[src/rtl/ibex_trace_pkg.sv]
// Shared types for the RVFI trace buffer: mode encodings, FSM states and the stored entry layout.
// Defining RVFI_TRACE_TS_EN adds a 32-bit cycle timestamp as the MSBs of every entry.
package ibex_trace_pkg;

  typedef enum logic [1:0] {
    MODE_STREAM  = 2'b00,
    MODE_RING    = 2'b01,
    MODE_TRIGGER = 2'b10,
    MODE_RSVD    = 2'b11
  } trace_mode_e;

  typedef enum logic [1:0] {
    ST_IDLE  = 2'd0,
    ST_ARMED = 2'd1,
    ST_POST  = 2'd2,
    ST_DONE  = 2'd3
  } trace_state_e;

  localparam int unsigned ORDER_W    = 64;
  localparam int unsigned PC_W       = 32;
  localparam int unsigned INSN_W     = 32;
  localparam int unsigned RD_ADDR_W  = 5;
  localparam int unsigned RD_WDATA_W = 32;
  localparam int unsigned TS_W       = 32;

  typedef struct packed {
`ifdef RVFI_TRACE_TS_EN
    logic [TS_W-1:0]       ts;
`endif
    logic [ORDER_W-1:0]    order;
    logic [PC_W-1:0]       pc;
    logic [INSN_W-1:0]     insn;
    logic [RD_ADDR_W-1:0]  rd_addr;
    logic [RD_WDATA_W-1:0] rd_wdata;
    logic                  trap;
  } trace_entry_t;

  localparam int unsigned ENTRY_W = $bits(trace_entry_t);

endpackage

[src/rtl/ibex_trace_ram.sv]
// Trace entry storage: DEPTH x WIDTH, one write port per retire channel, one asynchronous read port.
module ibex_trace_ram #(
  parameter int unsigned DEPTH = 16,
  parameter int unsigned WIDTH = 8,
  parameter int unsigned NRET  = 1,
  parameter int unsigned AW    = $clog2(DEPTH)
) (
  input  logic                       clk_i,
  input  logic [NRET-1:0]            we_i,
  input  logic [NRET-1:0][AW-1:0]    waddr_i,
  input  logic [NRET-1:0][WIDTH-1:0] wdata_i,
  input  logic [AW-1:0]              raddr_i,
  output logic [WIDTH-1:0]           rdata_o
);

  logic [WIDTH-1:0] mem [DEPTH];

  // NOTE: storage is deliberately not reset; the pointers and level define which slots hold valid data.
  always_ff @(posedge clk_i) begin
    for (int ch = 0; ch < NRET; ch++) begin
      if (we_i[ch]) mem[waddr_i[ch]] <= wdata_i[ch];
    end
  end

  assign rdata_o = mem[raddr_i];

endmodule

[src/rtl/ibex_rvfi_trace_buffer.sv]
// RVFI retire trace buffer with STREAM / RING / TRIGGER capture modes and a ready/valid drain port.
// Defining RVFI_TRACE_TS_EN enables the free-running timestamp prepended to each entry.
module ibex_rvfi_trace_buffer
  import ibex_trace_pkg::*;
#(
  parameter int unsigned NRET      = 1,
  parameter int unsigned DEPTH     = 16,
  parameter int unsigned POST_TRIG = 8
) (
  input  logic                     clk_i,
  input  logic                     rst_i,
  input  logic [NRET-1:0]          rvfi_valid,
  input  logic [64*NRET-1:0]       rvfi_order,
  input  logic [32*NRET-1:0]       rvfi_insn,
  input  logic [32*NRET-1:0]       rvfi_pc_rdata,
  input  logic [32*NRET-1:0]       rvfi_rd_wdata,
  input  logic [5*NRET-1:0]        rvfi_rd_addr,
  input  logic [NRET-1:0]          rvfi_trap,
  input  logic [1:0]               mode_i,
  input  logic                     arm_i,
  input  logic                     stop_i,
  input  logic                     flush_i,
  input  logic [31:0]              trig_pc_i,
  input  logic                     trig_pc_en_i,
  output logic                     tr_valid_o,
  input  logic                     tr_ready_i,
  output logic [ENTRY_W-1:0]       tr_data_o,
  output logic [$clog2(DEPTH):0]   level_o,
  output logic [15:0]              drop_cnt_o,
  output logic [1:0]               state_o,
  output logic                     done_o
);

  localparam int unsigned PTR_W = $clog2(DEPTH);
  localparam int unsigned LVL_W = PTR_W + 1;
  localparam int unsigned CNT_W = LVL_W + 1;

  trace_state_e       state_q, state_d;
  logic [PTR_W-1:0]   rd_ptr_q, wr_ptr_q;
  logic [LVL_W-1:0]   level_q, level_nxt;
  logic [LVL_W-1:0]   post_cnt_q, post_n;
  logic [15:0]        drop_q;
  logic [16:0]        drop_sum;

  trace_mode_e        mode;
  logic               overwrite, trig_mode;
  logic               capture, pop, arm_take;
  logic               in_post, trig_hit, done_hit;
  logic [CNT_W-1:0]   free, n_acc, n_drop, sum, ovf;

  trace_entry_t [NRET-1:0]    wr_entry;
  logic [NRET-1:0]            chan_trig;
  logic [NRET-1:0]            we;
  logic [NRET-1:0][PTR_W-1:0] waddr;
  logic [ENTRY_W-1:0]         rdata;

`ifdef RVFI_TRACE_TS_EN
  logic [TS_W-1:0] ts_q;

  always_ff @(posedge clk_i) begin
    if (rst_i) ts_q <= '0;
    else       ts_q <= ts_q + 32'd1;
  end
`endif

  assign mode      = trace_mode_e'(mode_i);
  assign overwrite = (mode == MODE_RING) || (mode == MODE_TRIGGER);
  assign trig_mode = (mode == MODE_TRIGGER);

  // Flush and reset both suppress all pushes and pops for the cycle.
  assign capture = ((state_q == ST_ARMED) || (state_q == ST_POST)) && !flush_i && !rst_i;
  assign pop     = tr_valid_o && tr_ready_i && !flush_i;
  assign free    = CNT_W'(DEPTH) - CNT_W'(level_q) + CNT_W'(pop);

  always_comb begin
    wr_entry  = '0;
    chan_trig = '0;
    for (int ch = 0; ch < NRET; ch++) begin
      wr_entry[ch].order    = rvfi_order[64*ch +: 64];
      wr_entry[ch].pc       = rvfi_pc_rdata[32*ch +: 32];
      wr_entry[ch].insn     = rvfi_insn[32*ch +: 32];
      wr_entry[ch].rd_addr  = rvfi_rd_addr[5*ch +: 5];
      wr_entry[ch].rd_wdata = rvfi_rd_wdata[32*ch +: 32];
      wr_entry[ch].trap     = rvfi_trap[ch];
`ifdef RVFI_TRACE_TS_EN
      wr_entry[ch].ts       = ts_q;
`endif
      chan_trig[ch] = rvfi_trap[ch] ||
                      (trig_pc_en_i && (rvfi_pc_rdata[32*ch +: 32] == trig_pc_i));
    end
  end

  // Walk channels in index order so slot assignment, trigger detection and the
  // POST_TRIG cut-off all see the same sequence the core retired in.
  // NOTE: blocking assignments here are intentional: each channel builds on the running counts of the previous ones.
  always_comb begin
    we       = '0;
    waddr    = '0;
    n_acc    = '0;
    n_drop   = '0;
    in_post  = (state_q == ST_POST);
    post_n   = post_cnt_q;
    trig_hit = 1'b0;
    done_hit = 1'b0;
    for (int ch = 0; ch < NRET; ch++) begin
      if (capture && rvfi_valid[ch] && !done_hit) begin
        if (!overwrite && (n_acc >= free)) begin
          n_drop = n_drop + CNT_W'(1);
        end else begin
          we[ch]    = 1'b1;
          waddr[ch] = wr_ptr_q + PTR_W'(n_acc);
          n_acc     = n_acc + CNT_W'(1);
          if (trig_mode && (state_q == ST_ARMED) && !in_post && chan_trig[ch]) begin
            in_post  = 1'b1;
            trig_hit = 1'b1;
          end
          if (in_post) begin
            post_n = post_n + LVL_W'(1);
            if (post_n == LVL_W'(POST_TRIG)) done_hit = 1'b1;
          end
        end
      end
    end
  end

  // Anything above DEPTH after this cycle's pushes replaced the oldest entries.
  always_comb begin
    sum       = CNT_W'(level_q) - CNT_W'(pop) + n_acc;
    ovf       = (sum > CNT_W'(DEPTH)) ? (sum - CNT_W'(DEPTH)) : '0;
    level_nxt = LVL_W'(sum - ovf);
    drop_sum  = 17'(drop_q) + 17'(n_drop) + 17'(ovf);
  end

  always_comb begin
    state_d  = state_q;
    arm_take = 1'b0;
    if (stop_i) begin
      state_d = ST_IDLE;
    end else if (arm_i && ((state_q == ST_IDLE) || (state_q == ST_DONE))) begin
      state_d  = ST_ARMED;
      arm_take = 1'b1;
    end else if (done_hit) begin
      state_d = ST_DONE;
    end else if (trig_hit) begin
      state_d = ST_POST;
    end
  end

  always_ff @(posedge clk_i) begin
    if (rst_i) begin
      state_q    <= ST_IDLE;
      rd_ptr_q   <= '0;
      wr_ptr_q   <= '0;
      level_q    <= '0;
      post_cnt_q <= '0;
      drop_q     <= '0;
    end else begin
      state_q <= state_d;
      if (flush_i) begin
        rd_ptr_q <= '0;
        wr_ptr_q <= '0;
        level_q  <= '0;
      end else begin
        rd_ptr_q <= rd_ptr_q + PTR_W'(pop) + PTR_W'(ovf);
        wr_ptr_q <= wr_ptr_q + PTR_W'(n_acc);
        level_q  <= level_nxt;
      end
      if (arm_take)      drop_q <= '0;
      else if (drop_sum[16]) drop_q <= 16'hFFFF;
      else               drop_q <= drop_sum[15:0];
      post_cnt_q <= (arm_take || (state_d != ST_POST)) ? '0 : post_n;
    end
  end

  ibex_trace_ram #(
    .DEPTH (DEPTH),
    .WIDTH (ENTRY_W),
    .NRET  (NRET),
    .AW    (PTR_W)
  ) u_ram (
    .clk_i   (clk_i),
    .we_i    (we),
    .waddr_i (waddr),
    .wdata_i (wr_entry),
    .raddr_i (rd_ptr_q),
    .rdata_o (rdata)
  );

  assign tr_data_o  = rdata;
  assign tr_valid_o = (level_q != '0);
  assign level_o    = level_q;
  assign drop_cnt_o = drop_q;
  assign state_o    = state_q;
  assign done_o     = (state_q == ST_DONE);

endmodule

[config.mk]
export PLATFORM = sky130hd
export DESIGN_NAME = ibex_rvfi_trace_buffer
export DESIGN_NICKNAME = d
export VERILOG_FILES = /design/src/rtl/ibex_trace_pkg.sv /design/src/rtl/ibex_trace_ram.sv /design/src/rtl/ibex_rvfi_trace_buffer.sv
export SDC_FILE = /design/constraint.sdc
export NUM_CORES = 2
export LEC_CHECK = 0
export BUFFER_PORTS_ARGS = -buffer_cell sky130_fd_sc_hd__buf_4
export CAP_MARGIN = 20
export CORE_AREA = 2 2 587 589
export CTS_CLUSTER_SIZE = 25
export DETAILED_ROUTE_END_ITERATION = 7
export DIE_AREA = 0 0 589 591
export PLACE_DENSITY_LB_ADDON = 0.3
export SLEW_MARGIN = 20
export SYNTH_ARGS = -nofsm -noshare
export SYNTH_HDL_FRONTEND = slang
export SYNTH_SLANG_ARGS = --single-unit
[constraint.sdc]
create_clock -name clk_i -period 21.7 [get_ports clk_i]
set_input_delay 3.255 -clock clk_i [delete_from_list [all_inputs] [get_ports clk_i]]
set_output_delay 3.255 -clock clk_i [all_outputs]
set_load 0.01 [all_outputs]
==> results_dict.tcl <==
set metrics [dict create \
    dr.pass1.iters 7 \
    holdPathStages 2 \
    clock_path_buffers 4 \
    tns_ns 0 \
    synth_top_area_share_pct 78.0 \
    overflow 0 \
    grt_max_degree 138 \
    vdd_drop_max_v 0.0000658 \
    cp-end-kind "output pin" \
    worst-r2r-cell-count 30 \
    synth_seq_cells 2692 \
    finalNonFillerCells 9447 \
    path_max_fanout 99 \
    synth.distinct_cells 66 \
    power_leakage_nw 36.5 \
    final_area_mm2 0.121 \
    fin_nets 4889 \
    synth_seq_area_share_pct 78.7 \
    synth_area_mm2 0.102 \
    grt_pass1_wl_mm 357 \
    cts.htree.levels 5 \
    arrival_ns 6.46 \
    synthFlopType "edfxtp_1" \
    syn2layout_area_growth_pct 18.2 \
    fill_cells 31200 \
    synth_nets 4282 \
    synth_top_area_cell "edfxtp_1" \
    dp_cells 8901 \
    postCtsSetupBuffers 0 \
    grt_pass1_vias 48500 \
    drtIter0Drc 3921 \
    ys_warn_count 0 \
    slowest_delay_ns 0.87 \
    hp-class "reg2reg" \
    ioPinCount 399 \
    multi_input_area_mm2 0.0211 \
    cts.reportedPaths.clkPinSlew_ns 0.06 \
    worst_slew_pin_slew_ns 1.18 \
    vias 46000 \
    finalCriticalPeriod_ns 9.72 \
    path_class "reg2out" \
    fin_crit_sh_pct 44.8 \
    port_buffers 398 \
    setup_viol 0 \
    netlist_top_cells_area "edfxtp_1 (78%), mux4_2 (18%), dfxtp_1 (0.70%)" \
    postCtsHoldBufs 0 \
    die_w_um 589 \
    initial_core_util_pct 29.9 \
    timing.final.hold_violations 0 \
    cp-start-kind "register" \
    rsz0062_at_grt "no" \
    status "complete, no violations" \
    cp.required_ns 18.45 \
    slew_headroom_pct 20.3 \
    cts_made_buffers 303 \
    cts-root-buf "clkbuf_16" \
    viasPerCell 4.87 \
    clk_latency_ns 0.90 \
    seqCellArea_mm2 0.0805 \
    antenna_found_initial 23 \
    core.rowCount 215 \
    crit_chain "buf_4 > buf_12 > buf_4 > buf_4 > mux4_2 > mux4_2 > buf_4" \
    grt_usage_pct 14.2 \
    drv_slew 0 \
    synth.avg_cell_area_um2 25.3 \
    dieArea_mm2 0.348 \
    drc 0 \
    pwr_density_cell_mw_per_mm2 100 \
    place.detailed.hpwl_mm 131 \
    core_mm2 0.342 \
    ant_nets 0 \
    numClockSinks 2692 \
    synth_edf_count 2656 \
    layout-drive-gt1-share_pct 36.4 \
    fmaxAchievable_mhz 103 \
    routedWlPerCell_um 26.7 \
    fin_skew_ns 0.0315 \
    dpl_cell_area_mm2 0.111 \
    synth_cells 4044 \
    fp.dieH_um 591 \
    cts_resized 0 \
    routed_wl_mm 252 \
    maxCapViolations 0 \
    routabilityCongestion 0.751 \
    cpMostUsedCell "buf_4" \
    cts_tree "yes" \
    cpMaxStageDelayCell "buf_4" \
    ys_async_sr_fraction_pct 0 \
]
## power breakdown
group | total, mW | internal (mW) | switching (mW)
Sequential | 5.76 | 5.72 | 0.0398
Combinational | 1.38 | 0.665 | 0.712
Clock | 4.96 | 2.91 | 2.05
Total | 12.1 | 9.29 | 2.80
## sequential cells by signal, summed over array words and instances, names as in the netlist
name,count
u_ram.mem,2656
level_o,5
state_o,2
drop_cnt_o,16
rd_ptr_q,4
wr_ptr_q,4
post_cnt_q,5
## critical path: cells and delay by family (launching register included)
kind                   cells  cell delay (ns)
muxes                      2             1.13
buffers and inverters      5             3.34
DFF                        1             0.81
## path summary, 6_finish.rpt
| path | slack, ns | endpoint | start |
|---|---|---|---|
| worst max-delay path | 11.98 | tr_data_o[124] | rd_ptr_q[0]$_SDFF_PP0_ |
| worst min-delay path | 0.55 | post_cnt_q[4]$_SDFFE_PP0P_ | post_cnt_q[4]$_SDFFE_PP0P_ |
| worst max register to register | 14.93 | drop_cnt_o[0]$_SDFF_PP0_ | level_o[3]$_SDFF_PP0_ |
| worst min register to register | 0.55 | post_cnt_q[4]$_SDFFE_PP0P_ | post_cnt_q[4]$_SDFFE_PP0P_ |
## area by class of cell
cell class | instances | area share, %
Sequential cell | 2692 | 66.6
Multi-Input combinational cell | 1134 | 17.4
Clock buffer | 369 | 6.53
Tap cell | 4557 | 4.72
Timing Repair Buffer | 496 | 3.26
Clock inverter | 164 | 1.40
Inverter | 24 | 0.0745
Antenna cell | 11 | 0.0228
## cells by family (layout without fill, tap and decap cells)
family | count (synthesis) | count (layout) | synth area share [%]
AOI/OAI and AO/OA | 73 | 73 | 0.557
xor gates and xnor gates | 48 | 48 | 0.411
adders and majority gates | 31 | 31 | 0.415
buffers and inverters | 218 | 1053 | 0.846
DFF | 2692 | 2692 | 78.7
muxes | 834 | 834 | 18.3
other | 1 | 12 | 0.00367
and+or+nand+nor | 147 | 147 | 0.778
## layer usage
metal	vias to the layer above	GRT usage (%)	share of wire, %	wire length (um)
li1	18900	-	-	-
met1	25400	19.2	43	108000
met2	1330	23.2	49	122000
met3	358	2.99	6.1	15400
met4	14	3.73	2.2	5560
met5	-	0	0.032	81
## stage by stage
stage	hold slack [ns]	power, mW	util (%)	setup WS [ns]
2_1_floorplan	0.493	6.67	-	4.78
3_3_place_gp	0.522	7.28	32.5	12.54
3_5_place_dp	0.529	7.28	32.5	12.56
4_1_cts	0.547	12.3	35.3	11.61
5_1_grt	0.566	12.5	35.4	11.30
6_report	0.547	12.1	35.4	11.98
## cells in the final DEF (no fill, tap or decap), types with 6 or more instances in the layout
cell and count:
buf_4 480, clkinv_8 6, mux4_2 830, clkbuf_1 63
diode_2 11, nor2_1 26, nor4_1 8, xor2_1 31
ha_1 25, buf_12 14, clkinv_2 44, nand3_1 14
inv_6 7, nor3_2 7, clkinv_1 63, xnor2_1 17
edfxtp_1 2656, a211oi_1 10, clkbuf_16 306, dfxtp_1 32
and2_1 6, a21oi_1 20, bufinv_16 26, a31oi_1 10
nand2_1 22, nand4_1 7, inv_1 23, nor3_1 6
nor2_4 12, nand2b_1 7
## synthesized netlist by cell type (all sizes together) (8+ instances only)
library cell  count
xnor2            17
a211oi           11
ha               25
dfxtp            36
nor4              8
nand2            22
nand3            14
nand2b            8
a31oi            11
nor2             38
inv              24
clkbuf          113
mux4            830
a21oi            21
xor2             31
nor3             13
buf              81
edfxtp         2656
(Power assumes the default switching activity.)
